<file path="config.mk">
export PLATFORM = sky130hd
export DESIGN_NAME = my_fifo_sync
export DESIGN_NICKNAME = d
export VERILOG_FILES = /design/src/rtl/my_fifo_sync.sv
export SDC_FILE = /design/constraint.sdc
export NUM_CORES = 2
export LEC_CHECK = 0
export CAP_MARGIN = 20
export CORE_MARGIN = 10
export CORE_UTILIZATION = 60
export DETAILED_ROUTE_END_ITERATION = 6
export PLACE_DENSITY = 0.72
export SETUP_SLACK_MARGIN = 0.1
export SLEW_MARGIN = 0
export SYNTH_ARGS = -nofsm -noshare
export SYNTH_HDL_FRONTEND = slang
export SYNTH_MEMORY_MAX_BITS = 65536
export SYNTH_SLANG_ARGS = --single-unit
</file>
<file path="constraint.sdc">
create_clock -name clk -period 5.03 [get_ports clk]
set_clock_uncertainty 0.1 [all_clocks]
set_input_delay 1.006 -clock clk [delete_from_list [all_inputs] [get_ports clk]]
set_output_delay 1.006 -clock clk [all_outputs]
set_load 0.02 [all_outputs]
</file>
<file path="src/rtl/my_fifo_sync.sv">
// Single-clock FIFO with registered occupancy flags, drop-error pulses and a
// build-time choice between registered (one-cycle latency) and
// first-word-fall-through read behaviour.
module my_fifo_sync #(
  parameter int WIDTH         = 9,
  parameter int DEPTH         = 512,
  parameter int AFULL_THRESH  = DEPTH - 8,
  parameter int AEMPTY_THRESH = 8,
  parameter int FWFT          = 0
) (
  input  logic                     clk,
  input  logic                     rst,
  input  logic [WIDTH-1:0]         din,
  input  logic                     wr_en,
  input  logic                     rd_en,
  output logic [WIDTH-1:0]         dout,
  output logic                     valid,
  output logic                     full,
  output logic                     empty,
  output logic                     almostfull,
  output logic                     almostempty,
  output logic [$clog2(DEPTH):0]   count,
  output logic                     wrerr,
  output logic                     rderr
);

  localparam int AW = $clog2(DEPTH);
  localparam int CW = AW + 1;

  localparam logic [CW-1:0] DEPTH_C  = CW'(DEPTH);
  localparam logic [CW-1:0] AFULL_C  = CW'(AFULL_THRESH);
  localparam logic [CW-1:0] AEMPTY_C = CW'(AEMPTY_THRESH);
  localparam logic [CW-1:0] CNT_ONE  = CW'(1);
  localparam logic [AW-1:0] PTR_ONE  = AW'(1);

  // Storage has no reset; stale words are unreachable once the pointers clear.
  logic [WIDTH-1:0] mem [DEPTH];

  logic [AW-1:0] wr_ptr;
  logic [AW-1:0] rd_ptr;
  logic          wr_acc;
  logic          rd_acc;
  logic [CW-1:0] count_nxt;

  // Acceptance uses the registered flags, so a same-cycle read never frees
  // room for a write into a full FIFO (and vice versa for empty).
  always_comb begin
    wr_acc    = wr_en & ~full;
    rd_acc    = rd_en & ~empty;
    count_nxt = count;
    case ({wr_acc, rd_acc})
      2'b10:   count_nxt = count + CNT_ONE;
      2'b01:   count_nxt = count - CNT_ONE;
      default: count_nxt = count;
    endcase
  end

  // Pointers, occupancy, flags and error pulses; flags come from the
  // next-state count so they are glitch-free registers.
  always_ff @(posedge clk or posedge rst) begin
    if (rst) begin
      wr_ptr      <= '0;
      rd_ptr      <= '0;
      count       <= '0;
      full        <= 1'b0;
      empty       <= 1'b1;
      almostfull  <= 1'b0;
      almostempty <= 1'b1;
      wrerr       <= 1'b0;
      rderr       <= 1'b0;
    end else begin
      if (wr_acc) wr_ptr <= wr_ptr + PTR_ONE;
      if (rd_acc) rd_ptr <= rd_ptr + PTR_ONE;
      count       <= count_nxt;
      full        <= (count_nxt == DEPTH_C);
      empty       <= (count_nxt == '0);
      almostfull  <= (count_nxt >= AFULL_C);
      almostempty <= (count_nxt <= AEMPTY_C);
      wrerr       <= wr_en & full;
      rderr       <= rd_en & empty;
    end
  end

  // Array write port.
  always_ff @(posedge clk) begin
    if (wr_acc) mem[wr_ptr] <= din;
  end

  generate
    if (FWFT != 0) begin : g_fwft
      // Head word is shown combinationally; rd_en pops it.
      always_comb begin
        dout  = mem[rd_ptr];
        valid = ~empty;
      end
    end else begin : g_std
      logic [WIDTH-1:0] dout_p1;
      logic             vld_p1;

      // Registered read port: data and a one-cycle valid follow each accepted read.
      always_ff @(posedge clk or posedge rst) begin
        if (rst) begin
          dout_p1 <= '0;
          vld_p1  <= 1'b0;
        end else begin
          vld_p1 <= rd_acc;
          if (rd_acc) dout_p1 <= mem[rd_ptr];
        end
      end

      // Drive the ports from the read stage.
      always_comb begin
        dout  = dout_p1;
        valid = vld_p1;
      end
    end
  endgenerate

endmodule

</file>
==> insert_results.sql <==
INSERT INTO impl_metrics (metric_group, metric, value, unit) VALUES
('synth', 'ys.warnings.count', '0', ''),
('grt', 'grt_overflow', '0', ''),
('timing', 'final.min_clock_period', '4.79', 'ns'),
('route', 'drt.antenna.violating_nets', '0', ''),
('timing', 'achievable-frequency', '209', 'MHz'),
('critical_path', 'critPathArrivalTime', '5.51', 'ns'),
('clock_tree', 'tritoncts_clock_tree', 'built', ''),
('flow_run', 'maxCapViolations', '0', ''),
('timing', 'unrepaired_setup_endpoints_after_global_routing', 'false', ''),
('floorplan', 'design.portCount', '39', ''),
('power_and_ir_drop', 'finalPower', '0.110', 'W'),
('placed_design', 'place.detailed.hpwl', '289000', 'um'),
('power_and_ir_drop', 'powerDensity', '540', 'nW/um^2'),
('power_and_ir_drop', 'peakVddDrop', '363', 'uV'),
('floorplan', 'floorplan_die_width', '569', 'um'),
('grt', 'grt_start_max_net_pins', '141', ''),
('power_and_ir_drop', 'power.leakage', '64.4', 'nW'),
('layout', 'combined_area_of_the_multi_input_logic_cells', '38500', 'sq um'),
('timing', 'slew_headroom', '10.6', '%'),
('synth', 'synth.ff_latch_count', '4652', ''),
('timing', 'worst_pin_slew', '1.34', 'ns'),
('clock_tree', 'clk_transition_reported_paths', '0.06', 'ns'),
('synth', 'synth_compound_area_share', '2.59', '%'),
('power_and_ir_drop', 'clkPwrFrac', '30.6', '%'),
('timing', 'setup_viol_count_final', '0', ''),
('outcome', 'run_status', 'complete, no violations', ''),
('layout', 'nNetsFinal', '8916', ''),
('power_and_ir_drop', 'power.combinational.fraction', '29.8', '%'),
('synth', 'synth_area', '181000', 'sq um'),
('layout', 'sequential_cell_area', '140000', 'sq um'),
('clock_tree', 'cts_hold_buf', '0', ''),
('synth', 'synthMuxAreaShare', '16.4', '%'),
('synth', 'post_synth_fa_ha_maj_area_fraction', '0.0553', '%'),
('worst_hold_path', 'min_path_type', 'primary input to register', ''),
('placed_design', 'gp_congestion', '0.900', ''),
('critical_path', 'worstSetupPathType', 'register to register', ''),
('power_and_ir_drop', 'switching_share', '31.6', '%'),
('synth', 'postSynth.topFlopCell', 'sky130_fd_sc_hd__edfxtp_1', ''),
('synth', 'synthSimpleGateAreaFrac', '2.06', '%'),
('layout', 'filler_cell_count', '18000', ''),
('floorplan', 'initial_utilization', '60.3', '%'),
('route', 'detail_route.wirelength', '480000', 'um'),
('critical_path', 'start_kind', 'register', ''),
('grt', 'grt_pass1_vias', '91500', ''),
('synth', 'post_synth_xor_area_fraction', '0.121', '%'),
('power_and_ir_drop', 'cellInternalPower', '0.0754', 'W'),
('synth', 'ys_async_sr_fraction', '0.946', '%'),
('floorplan', 'die_height', '569', 'um'),
('route', 'drcViolationCount', '0', ''),
('clock_tree', 'root_buffer', 'sky130_fd_sc_hd__clkbuf_16', ''),
('timing', 'setup-tns-final', '0', 'ns'),
('grt', 'number_of_antenna_violations_at_the_first_check_in_global_routing', '22', ''),
('layout', 'layout-area-overhead-vs-synth', '12.8', '%'),
('power_and_ir_drop', 'switching_power', '0.0348', 'W'),
('floorplan', 'design.die.area', '324000', 'sq um'),
('route', 'vias_cell', '6.92', ''),
('route', 'drt-pass1-iter-count', '6', ''),
('route', 'detail_route.wl_per_cell', '36.2', 'um'),
('floorplan', 'core', '300000', 'sq um'),
('clock_tree', 'clock_tree.htree_level_count', '5', ''),
('grt', 'gr-usage-all-layers', '29.5', '%'),
('clock_tree', 'cts_made_buffers', '449', ''),
('critical_path', 'worstSetupEndpointType', 'register', ''),
('clock_tree', 'ctsLongestPathBuffers', '4', ''),
('clock_tree', 'clk_latency', '1.01', 'ns'),
('timing', 'hold_viol_final', '0', ''),
('timing', 'timing.final.max_slew_violations', '0', ''),
('synth', 'synth_enable_flop_cells', '4608', ''),
('clock_tree', 'clkSinkCount', '4652', ''),
('timing', 'finalCritPeriodShare', '95.2', '%'),
('clock_tree', 'post-cts-setup-buffers', '0', '');
[power by group through the flow]
stage	Clock [W]	Combinational (W)	Sequential (W)
2_1_floorplan	0	0.0198	0.0439
3_3_place_gp	0	0.0320	0.0444
3_5_place_dp	0	0.0322	0.0444
4_1_cts	0.0339	0.0324	0.0436
5_1_grt	0.0355	0.0337	0.0436
6_report	0.0338	0.0328	0.0436
[layout make-up]
type | count | area share, %
sequential | 4652 | 68.4
multi-input combinational | 3163 | 18.9
clock buffer | 537 | 5.75
timing repair buffer | 610 | 3.02
tap | 3958 | 2.43
clock inverter | 306 | 1.52
inverter | 19 | 0.0374
antenna | 9 | 0.0110
[Yosys cell counts (all sizes together) (63+ instances only)]
library cell  instances  share of area, %
nand2               148              0.31
nor2                583               1.2
edfxtp             4608                76
buf                 312               1.3
clkbuf              213              0.44
o22ai                77              0.27
o21ai               110              0.31
mux4               1116                14
a21oi               148              0.41
a221oi               75              0.38
o221ai               63              0.30
mux2i               403               2.2
[per-layer routing]
layer  global-route usage [%]  wire length (um)
met5                        0               391
met1                     41.6            173000
met2                     44.8            224000
met3                     7.35             59600
met4                     12.1             23300
[through the flow]
step / hold WS, ns / util (%) / worst slack (ns) / cells / cell area, sq um
3_5_place_dp: 0.420 / 63.0 / 0.138 / 12400 / 189000
3_3_place_gp: 0.414 / 63.0 / 0.0874 / 12400 / 189000
6_report: 0.391 / 68.0 / 0.243 / 13300 / 204000
4_1_cts: 0.339 / 68.0 / 0.435 / 13200 / 204000
2_1_floorplan: 0.393 / - / 0.880 / 8359 / 181000
5_1_grt: 0.387 / 68.0 / 0.272 / 13200 / 204000
[cell usage in the layout, fill, tap and decap left out, types with 30 or more instances in the layout]
cell                           n
sky130_fd_sc_hd__bufinv_16    47
sky130_fd_sc_hd__mux4_2     1116
sky130_fd_sc_hd__mux2_2       37
sky130_fd_sc_hd__edfxtp_1   4608
sky130_fd_sc_hd__o21ai_0     107
sky130_fd_sc_hd__buf_12      112
sky130_fd_sc_hd__a221oi_1     71
sky130_fd_sc_hd__nor2_1      577
sky130_fd_sc_hd__buf_4       452
sky130_fd_sc_hd__a21oi_1     148
sky130_fd_sc_hd__nand2_1     131
sky130_fd_sc_hd__nand2b_1     30
sky130_fd_sc_hd__clkbuf_16   454
sky130_fd_sc_hd__clkbuf_1     77
sky130_fd_sc_hd__clkinv_2     91
sky130_fd_sc_hd__o22ai_1      77
sky130_fd_sc_hd__o221ai_1     63
sky130_fd_sc_hd__a211oi_1     44
sky130_fd_sc_hd__mux2i_1     403
sky130_fd_sc_hd__dfrtp_1      34
sky130_fd_sc_hd__clkinv_1    115
sky130_fd_sc_hd__a22oi_1      42
[flip-flops by register name (all words and copies together) (netlist names), 9 cells and up]
register	cells
count	10
wr_ptr	9
rd_ptr	9
dout	9
mem	4608
[worst max-delay path, stage by stage (launching register included)]
cell,delay (ns)
sky130_fd_sc_hd__dfrtp_4,1.01
sky130_fd_sc_hd__buf_12,0.22
sky130_fd_sc_hd__buf_12,0.29
sky130_fd_sc_hd__mux4_2,0.54
sky130_fd_sc_hd__mux2_2,0.30
sky130_fd_sc_hd__a221oi_1,0.29
sky130_fd_sc_hd__nor3_1,0.17
sky130_fd_sc_hd__a311oi_1,0.81
sky130_fd_sc_hd__a311oi_1,0.31
sky130_fd_sc_hd__nor3_1,0.39
sky130_fd_sc_hd__nor3_1,0.10
[kinds of logic after synthesis]
logic type / Yosys count
xor gates and xnor gates: 25
and+or+nand+nor: 891
DFF: 4652
buffers and inverters: 544
adders and majority gates: 8
muxes: 1556
AOI/OAI and AO/OA: 683
[final timing paths]
check                                 startpoint                     to  slack (ns)  depth (start not counted)
setup / recovery           rd_ptr[0]$_DFFE_PP0P_    dout[0]$_DFFE_PP0P_        0.24                         10
hold / removal                            din[7]  mem[165][7]$_DFFE_PP_        0.39                          1
setup reg to reg           rd_ptr[0]$_DFFE_PP0P_    dout[0]$_DFFE_PP0P_        0.24                         10
hold reg to reg                   full$_DFF_PP0_        wrerr$_DFF_PP0_        0.42                          1
max in group asynchronous                    rst  rd_ptr[4]$_DFFE_PP0P_        3.82                          3
min in group asynchronous                    rst    dout[4]$_DFFE_PP0P_        0.45                          3
No activity file was read; power rests on OpenSTA's default activity.
